[src/rtl/mem_arbiter.sv]
// Shares one RAM port between the icaches and dcaches of CPUS cores; dcache wins in IDLE, round-robin within each class.
// Grant is registered (request in cycle N drives RAM in N+1); waits stay high until ram_ready completes the owner's access.
module mem_arbiter #(
  parameter int CPUS      = 2,
  parameter int MAX_BURST = 4
) (
  input  logic                 CLK,
  input  logic                 RST,
  input  logic [CPUS-1:0]      iREN,
  input  logic [32*CPUS-1:0]   iaddr,
  input  logic [CPUS-1:0]      dREN,
  input  logic [CPUS-1:0]      dWEN,
  input  logic [32*CPUS-1:0]   daddr,
  input  logic [32*CPUS-1:0]   dstore,
  output logic [CPUS-1:0]      iwait,
  output logic [CPUS-1:0]      dwait,
  output logic [32*CPUS-1:0]   iload,
  output logic [32*CPUS-1:0]   dload,
  output logic                 ram_ren,
  output logic                 ram_wen,
  output logic [31:0]          ram_addr,
  output logic [31:0]          ram_store,
  input  logic [31:0]          ram_load,
  input  logic                 ram_ready
);

  localparam int OW = (CPUS > 1) ? $clog2(CPUS) : 1;
  localparam int CW = $clog2(MAX_BURST + 1);
  localparam logic [CW-1:0] LAST = CW'(MAX_BURST - 1);

  typedef enum logic [1:0] {IDLE, DGNT, IGNT} state_t;

  state_t          state;
  logic [OW-1:0]   owner;
  logic [OW-1:0]   drr;
  logic [OW-1:0]   irr;
  logic [CW-1:0]   cnt;
  logic [CPUS-1:0] dreq;
  logic            own_req;
  logic            done;
  logic            release_now;
  logic [OW-1:0]   nxt;

  // First requester at or after ptr, scanning upward with wrap.
  function automatic logic [OW-1:0] pick(input logic [CPUS-1:0] req, input logic [OW-1:0] ptr);
    logic [OW-1:0] c;
    logic [OW-1:0] sel;
    logic          found;
    c     = ptr;
    sel   = ptr;
    found = 1'b0;
    for (int k = 0; k < CPUS; k++) begin
      if (!found && req[c]) begin
        sel   = c;
        found = 1'b1;
      end
      c = (c == OW'(CPUS - 1)) ? '0 : c + 1'b1;
    end
    return sel;
  endfunction

  assign dreq        = dREN | dWEN;
  assign done        = ram_ready & own_req;
  assign release_now = ~own_req | (ram_ready & (cnt == LAST));
  assign nxt         = (owner == OW'(CPUS - 1)) ? '0 : owner + 1'b1;
  assign iload       = {CPUS{ram_load}};
  assign dload       = {CPUS{ram_load}};

  always_ff @(posedge CLK or posedge RST) begin
    if (RST) begin
      state <= IDLE;
      owner <= '0;
      drr   <= '0;
      irr   <= '0;
      cnt   <= '0;
    end else begin
      case (state)
        IDLE: begin
          if (|dreq) begin
            state <= DGNT;
            owner <= pick(dreq, drr);
            cnt   <= '0;
          end else if (|iREN) begin
            state <= IGNT;
            owner <= pick(iREN, irr);
            cnt   <= '0;
          end
        end
        default: begin
          if (release_now) begin
            state <= IDLE;
            if (state == DGNT) drr <= nxt;
            else               irr <= nxt;
          end else if (done) begin
            cnt <= cnt + 1'b1;
          end
        end
      endcase
    end
  end

  // Strobes follow the owner's live request, so a dropped request releases with no RAM access.
  always_comb begin
    own_req   = 1'b0;
    ram_ren   = 1'b0;
    ram_wen   = 1'b0;
    ram_addr  = '0;
    ram_store = '0;
    iwait     = '1;
    dwait     = '1;
    case (state)
      DGNT: begin
        own_req      = dreq[owner];
        ram_addr     = daddr[32*int'(owner) +: 32];
        ram_store    = dstore[32*int'(owner) +: 32];
        ram_wen      = dWEN[owner];
        ram_ren      = dREN[owner] & ~dWEN[owner];
        dwait[owner] = ~(ram_ready & own_req);
      end
      IGNT: begin
        own_req      = iREN[owner];
        ram_addr     = iaddr[32*int'(owner) +: 32];
        ram_ren      = iREN[owner];
        iwait[owner] = ~(ram_ready & own_req);
      end
      default: ;
    endcase
  end

endmodule
[config.mk]
export PLATFORM = sky130hd
export DESIGN_NAME = mem_arbiter
export DESIGN_NICKNAME = d
export VERILOG_FILES = /design/src/rtl/mem_arbiter.sv
export SDC_FILE = /design/constraint.sdc
export NUM_CORES = 1
export LEC_CHECK = 0
export ABC_AREA = 1
export CAP_MARGIN = 20
export CORE_AREA = 2 2 170 172
export CTS_BUF_LIST = sky130_fd_sc_hd__clkbuf_4 sky130_fd_sc_hd__clkbuf_8
export DETAILED_ROUTE_END_ITERATION = 12
export DIE_AREA = 0 0 172 174
export PLACE_DENSITY = 0.44
export SYNTH_ARGS = -nofsm -noshare
export SYNTH_HDL_FRONTEND = slang
export SYNTH_SLANG_ARGS = --single-unit
[constraint.sdc]
create_clock -name CLK -period 1.9 [get_ports CLK]
set_input_delay 0.285 -clock CLK [delete_from_list [all_inputs] [get_ports CLK]]
set_output_delay 0.285 -clock CLK [all_outputs]
set_load 0.01 [all_outputs]
; Word level (Yosys, flattened, before mapping)
; Cells that the tools add are included.
[op_classes]
addsub = 4
magnitude_cmp = 6
eq_ne = 5
n_shift = 3
mux = 48
n_bitwise = 16
reduce_logical = 16
[op_table]
columns = cell, n
row1 = $shiftx 64x7->32, 3
row2 = $pmux 32 s2, 1
row3 = $mux 1, 32
row4 = $mux 32, 1
row5 = $mux 3, 5
row6 = $mux 2, 6
row7 = $lt 1x2->1 const B, 5
row8 = $reduce_and 3->1, 3
row9 = $not 1->1, 6
row10 = $or 2x2->2, 3
row11 = $reduce_bool 2->1, 3
row12 = $and 1x1->1, 5
row13 = $pmux 1 s2, 2
row14 = $reduce_and 2->1, 2
row15 = $reduce_or 2->1, 2
row16 = $add 1x1->1 const B, 3
row17 = $add 3x1->3 const B, 1
row18 = $eq 3x2->1 const B, 1
row19 = $logic_and 1x1->1, 3
row20 = $ne 3x3->1 const B, 1
row21 = $eq 2x1->1 const B, 1
row22 = $eq 2x2->1 const B, 1
row23 = $logic_not 1->1, 2
row24 = $logic_not 2->1, 1
row25 = other kinds (5), 5
[word_totals]
regBits = 8

; Depth between registers and ports, before layout
; Gate-level depths: netlist of run 1.
[depth]
depth_word = 11
mapped_depth = 9
depth_no_buf = 8

; Least setup slack after synthesis of run 1
; No wires, ideal clock.
[synth_timing]
path_kind = register to output
startpoint = register state[0]
endpoint = output port ram_addr[25]
arrival_time_ps = 1377
t_required_ps = 1615
path_slack_ps = 238
path_stages_with_launch = 9
n_path_buf = 2
path_cell_list = dfrtp_1 -> inv_1 -> ha_1 -> buf_6 -> buf_4 -> nor2_1 -> nor2_1 -> o21ai_0 -> a21oi_1
[synth_via]
elab_chain_cells = 2
word_cells_on_any_way = 3
classes_between = eq/ne: 2 / mux: 1
[synth_lines]
columns = element, line_no
row1 = "start, declared", 33  ; state_t state;
row2 = "start signal, assigned", 71  ; state <= IDLE;
row3 = "start signal, assigned", 80  ; state <= DGNT;
row4 = "start signal, assigned", 84  ; state <= IGNT;
row5 = $eq 2x2->1 / $eq 2x1->1 (equally long branches), 111  ; case (state)
row6 = $pmux 32 s2 *, 111
row7 = "end, declared", 21  ; output logic [31:0] ram_addr,
; Every way passes the cells marked *; elsewhere a longest branch is shown, timed or not.

; Worst setup path after layout of run 1
[layout_timing]
startpoint = register state[1]
endpoint = output port ram_addr[17]
; Same word-level chain as after synthesis.

==> results of run 1 <==
worst max-delay path, cell delays in order, from the launching register on:
cell     delay (ps)
dfrtp_2         430
ha_4            200
buf_6           130
buf_12          130
buf_16          140
nor2_4           90
nor2_1           40
o21ai_1         120
a21oi_2          70
buf_2           140
logic make-up after synthesis:
kind of cell,after synthesis,synth area share
AO/OA/AOI/OAI,135,0.218
buffers and inverters,181,0.390
flip-flops,8,0.0638
AND/OR/NAND/NOR,240,0.306
adder cells (fa/ha/maj),6,0.0231
metal layers:
metal	vias to the layer above	share of wire	GRT usage
met5	-	0.00064	0
met4	2	0.024	0.0322
met3	45	0.092	0.0369
met2	243	0.51	0.237
met1	1939	0.37	0.135
li1	2094	-	-
cells in the mapped netlist, drive strengths merged:
cell | instances | area, um2
nor2 | 199 | 759
buf | 145 | 1090
o21ai | 99 | 495
a21oi | 35 | 179
nand2 | 20 | 80.1
clkbuf | 18 | 67.6
inv | 17 | 66.3
nand3 | 10 | 50.1
dfrtp | 8 | 200
nand4 | 8 | 50.1
ha | 5 | 62.6
or2 | 2 | 12.5
clkinv | 1 | 3.75
maj3 | 1 | 10.0
nand3b | 1 | 7.51
o2111ai | 1 | 8.76
registers in the layout, indices dropped and copies added, names as in the netlist:
register,flops
owner,1
cnt,3
state,2
irr,1
drr,1
layout make-up:
class / instances / area share
timing repair buffer: 350 / 0.547
clock buffer: 4 / 0.00759
multi-input combinational: 381 / 0.325
tap: 384 / 0.0748
inverter: 18 / 0.0136
sequential: 8 / 0.0315
repair_timing:
item | in CTS | in global routing
gates resized for setup | 378 | 103
pin swaps | 27 | 45
gates cloned | 15 | 3
buffers inserted | 26 | 9
hold buffers | 0 | 0
setup endpoints to repair | 70 | 70
how the worst max path moves through the flow:
| stage | start | endpoint | slack, ps | depth (start not counted) |
|---|---|---|---|---|
| CTS | state[1]$_DFFE_PP0P_ | ram_addr[2] | -200 | 8 |
| global route | state[0]$_DFFE_PP0P_ | ram_addr[7] | -280 | 10 |
| global placement | state[0]$_DFFE_PP0P_ | ram_addr[14] | -310 | 8 |
| floorplan | state[0]$_DFFE_PP0P_ | ram_addr[25] | 240 | 8 |
| finish | state[1]$_DFFE_PP0P_ | ram_addr[17] | -140 | 9 |
| detailed placement | state[0]$_DFFE_PP0P_ | ram_addr[14] | -350 | 8 |
power by group through the flow:
stage / Combinational, W / Clock, W / Sequential [W]
2_1_floorplan: 0.00247 / 0 / 0.000250
3_3_place_gp: 0.00493 / 0 / 0.000292
3_5_place_dp: 0.00491 / 0 / 0.000290
4_1_cts: 0.00587 / 0.000250 / 0.000284
5_1_grt: 0.00678 / 0.000262 / 0.000293
6_report: 0.00623 / 0.000243 / 0.000283
per-stage QoR:
stage	instances	setup TNS (ps)	hold slack, ps	total power, W
floorplan	570	0	101	0.00272
global placement	1096	-12100	459	0.00522
detailed placement	1096	-12190	461	0.00520
CTS	1140	-4370	330	0.00640
global route	1145	-6450	342	0.00733
finish	1145	-2940	308	0.00676
==> impl_metrics.toml, run 1 <==
[grt]
grt_pass1_vias = 4306
grt_start_max_net_pins = 31
grtUsageTotal = 0.126
antenna_found_initial = 2
grt_overflow = 0
grt_pass1_wl_um = 27800

[floorplanning]
die_w_um = 172
die_y_um = 174
rows = 62
core_um2 = 28200
start_util = 0.111
die_area_um2 = 29900
io_pins = 431

[cts]
clock_path_buffers = 2
cts_buffers = 3
cts_sinks = 8
htree_levels = 1
clk-insertion-delay-late_ps = 240
tritoncts = "built"
path_clk_slew_ps = 50
root_buffer = "clkbuf_8"

[critical_path]
r2r_start = "owner$_DFFE_PP0P_"
required_ps = 1620
r2r_end = "state[0]$_DFFE_PP0P_"
regToRegSetupSlack_ps = 140
r2r_cells = 12
critPathKind = "flop to primary output"
path_max_fanout = 5
arrival_ps = 1760
endpoint_kind = "primary output"
startpoint_type = "flop"

[detailed_routing]
num_vias = 4323
vias_per_cell = 3.78
wire_per_inst_um = 17.9
totalWireLength_um = 20500
drtIter0Drc = 131
ant_nets = 0
first_pass_iters = 6
drc = 0

[yosys]
synth.net_count = 808
syn_inst = 570
ys_types = 26
synth_warnings = 0
netlist_area_um2 = 3140
avgSynthCellArea_um2 = 5.51
ys_ff_latch = 8
ys_seq_area_frac = 0.0638

[min_path]
min_path_type = "input pin to async pin"

[layout]
drive_gt1_frac = 0.319
fillCellCount = 3218
ff_latch_area_um2 = 203
multiInputGateArea_um2 = 2090
final_common_cell = "clkdlybuf4s50_1"
area_growth_pct = 105
mostFrequentLayoutCells = "clkdlybuf4s50_1, nor2_1, buf_2"
design_area_um2 = 6420
finalCoreUtilization = 0.228
nets = 1000
diodes = 0

[timing]
tightest_slew_ps = 349
fmax_mhz = 489
worst_clock_skew_ps = 5.98
hold_viol = 0
setup_viol = 36
layout_setup_ws_ps = -144
rsz0062_at_grt = "true"
maxSlewHeadroom = 0.767
drv_slew = 0
period_share = 1.08
fin_crit_ps = 2040

[pwr]
clkPwrFrac = 0.036
swShare = 0.492
seqPwrFrac = 0.042
powerDensity_nw_per_um2 = 1050
p_switching_w = 0.00332
cellInternalPower_w = 0.00344
p_comb_frac = 0.922
irDropWorstVdd_v = 0.000467
p_leak_nw = 2.63

[placed_design]
dp_slack_ps = -351
place_congestion = 0.759
port_buffers = 270
dp_hpwl_um = 13500
placed_cell_area_um2 = 5520

[run_status]
status = "finished, violations left"
violations = "setup timing"

[job]
drv_cap = 0
(Power assumes the default switching activity.)
==> inputs of run 2 (changes only) <==
--- a/config.mk
+++ b/config.mk
@@ -11,6 +11,7 @@
 export CTS_BUF_LIST = sky130_fd_sc_hd__clkbuf_4 sky130_fd_sc_hd__clkbuf_8
 export DETAILED_ROUTE_END_ITERATION = 12
 export DIE_AREA = 0 0 172 174
+export MAX_ROUTING_LAYER = met4
 export PLACE_DENSITY = 0.44
 export SYNTH_ARGS = -nofsm -noshare
 export SYNTH_HDL_FRONTEND = slang
==> run 2 against run 1 <==
Utilization up 0.13 points. Worst setup slack about the same. Global-route usage up 0.37 points. Clock power about the same. Critical path type unchanged. The flow still finishes with violations (setup timing). Sequential share of layout area about the same. Via count up 0.12%. Non-clock buffer count up 1. Clock skew down 1.1 ps. Critical endpoint unchanged. Largest power group unchanged.
==> impl_metrics.toml, run 2 (synthesis gave the netlist of run 1 again) <==
[run_status]
status = "finished, violations left"
violations = "setup timing"

[timing]
rsz0062_at_grt = "true"
fin_crit_ps = 2040
hold_viol = 0
worst_clock_skew_ps = 4.90
period_share = 1.08
layout_setup_ws_ps = -145
drv_slew = 0
maxSlewHeadroom = 0.771
fmax_mhz = 489
tightest_slew_ps = 344
setup_tns_ps = -2600
setup_viol = 34

[floorplanning]
die_y_um = 174
rows = 62
core_um2 = 28200
die_area_um2 = 29900
io_pins = 431
start_util = 0.111
die_w_um = 172

[cts]
htree_levels = 1
root_buffer = "clkbuf_8"
cts_buffers = 3
path_clk_slew_ps = 50
cts_sinks = 8
holdBufCountCts = 0
clk-insertion-delay-late_ps = 240
tritoncts = "built"
clock_path_buffers = 2

[layout]
design_area_um2 = 6460
final_common_cell = "clkdlybuf4s50_1"
nets = 1001
top_register = "cnt"
mostFrequentLayoutCells = "clkdlybuf4s50_1, nor2_1, buf_2"
reg.largest.list = "cnt (3), state (2)"
drive_gt1_frac = 0.331
area_growth_pct = 106
largest_register_ffs = 3

[grt]
grtUsageTotal = 0.130
grt_pass1_wl_um = 27800
grt_pass1_vias = 4308
antenna_found_initial = 2
grt_start_max_net_pins = 31
grt_overflow = 0

[pwr]
p_leak_nw = 2.64
powerDensity_nw_per_um2 = 1060
irDropWorstVdd_v = 0.000449

[placed_design]
place_congestion = 0.769
dp_hpwl_um = 13500
port_buffers = 270
placed_cell_area_um2 = 5520

[critical_path]
arrival_ps = 1760
critPathKind = "flop to primary output"
path_max_fanout = 5
startpoint_type = "flop"
required_ps = 1620
endpoint_kind = "primary output"

[job]
drv_cap = 0

[detailed_routing]
drtIter0Drc = 125
vias_per_cell = 3.77
drc = 0
first_pass_iters = 7
totalWireLength_um = 20400
wire_per_inst_um = 17.8
ant_nets = 0
num_vias = 4328

[min_path]
min_path_type = "input pin to async pin"
-- run 2: through the flow --
stage	utilization	cells	total power, W	hold WS (ps)	setup slack [ps]
6_report	0.229	1148	0.00684	305	-145
4_1_cts	0.223	1140	0.00640	330	-198
3_5_place_dp	0.196	1096	0.00520	461	-351
2_1_floorplan	-	570	0.00272	101	238
3_3_place_gp	0.196	1096	0.00522	459	-309
5_1_grt	0.229	1148	0.00740	342	-283
-- run 2: layout make-up --
class                   instances  area, um2
diodes                          2       5.00
clock buffers                   4       48.8
fillers                      3220      21800
inverters                      18       87.6
multi-input cells             381       2120
flip-flops and latches          8        203
well taps                     384        480
repair buffers                351       3520
-- run 2: worst max-delay path, stage by stage, from the launching register on --
cell     delay (ps)
dfrtp_2         430
ha_4            200
buf_6           130
buf_12          130
buf_16          140
nor2_4           90
nor2_1           40
o21ai_1         120
a21oi_2          70
buf_2           140
-- run 2: final timing paths --
kind | startpoint | end | slack (ps) | depth (start not counted)
worst min register to register | drr$_DFFE_PP0P_ | drr$_DFFE_PP0P_ | 470 | 2
worst max-delay path | state[1]$_DFFE_PP0P_ | ram_addr[17] | -140 | 9
worst min-delay path | RST | cnt[0]$_DFFE_PP0P_ | 300 | 2
worst max register to register | owner$_DFFE_PP0P_ | state[1]$_DFFE_PP0P_ | 130 | 12
min in group CLK | drr$_DFFE_PP0P_ | drr$_DFFE_PP0P_ | 470 | 2
max in group asynchronous | RST | owner$_DFFE_PP0P_ | 1320 | 2
-- run 2: repair_timing --
item / in CTS / in global routing
pin swaps: 27 / 53
buffers inserted: 26 / 10
gates cloned: 15 / 3
endpoints found under the setup margin: 70 / 70
resized for setup: 378 / 108
-- run 2: where the power goes --
group          internal, W  switching (W)
Clock             0.000161      0.0000827
Combinational      0.00310        0.00322
Sequential        0.000228      0.0000528
Total              0.00349        0.00335
-- run 2: per-layer routing --
metal	GRT usage	share of wire
met2	0.237	0.51
met5	-	0
met3	0.0342	0.087
met1	0.137	0.38
met4	0.0322	0.023
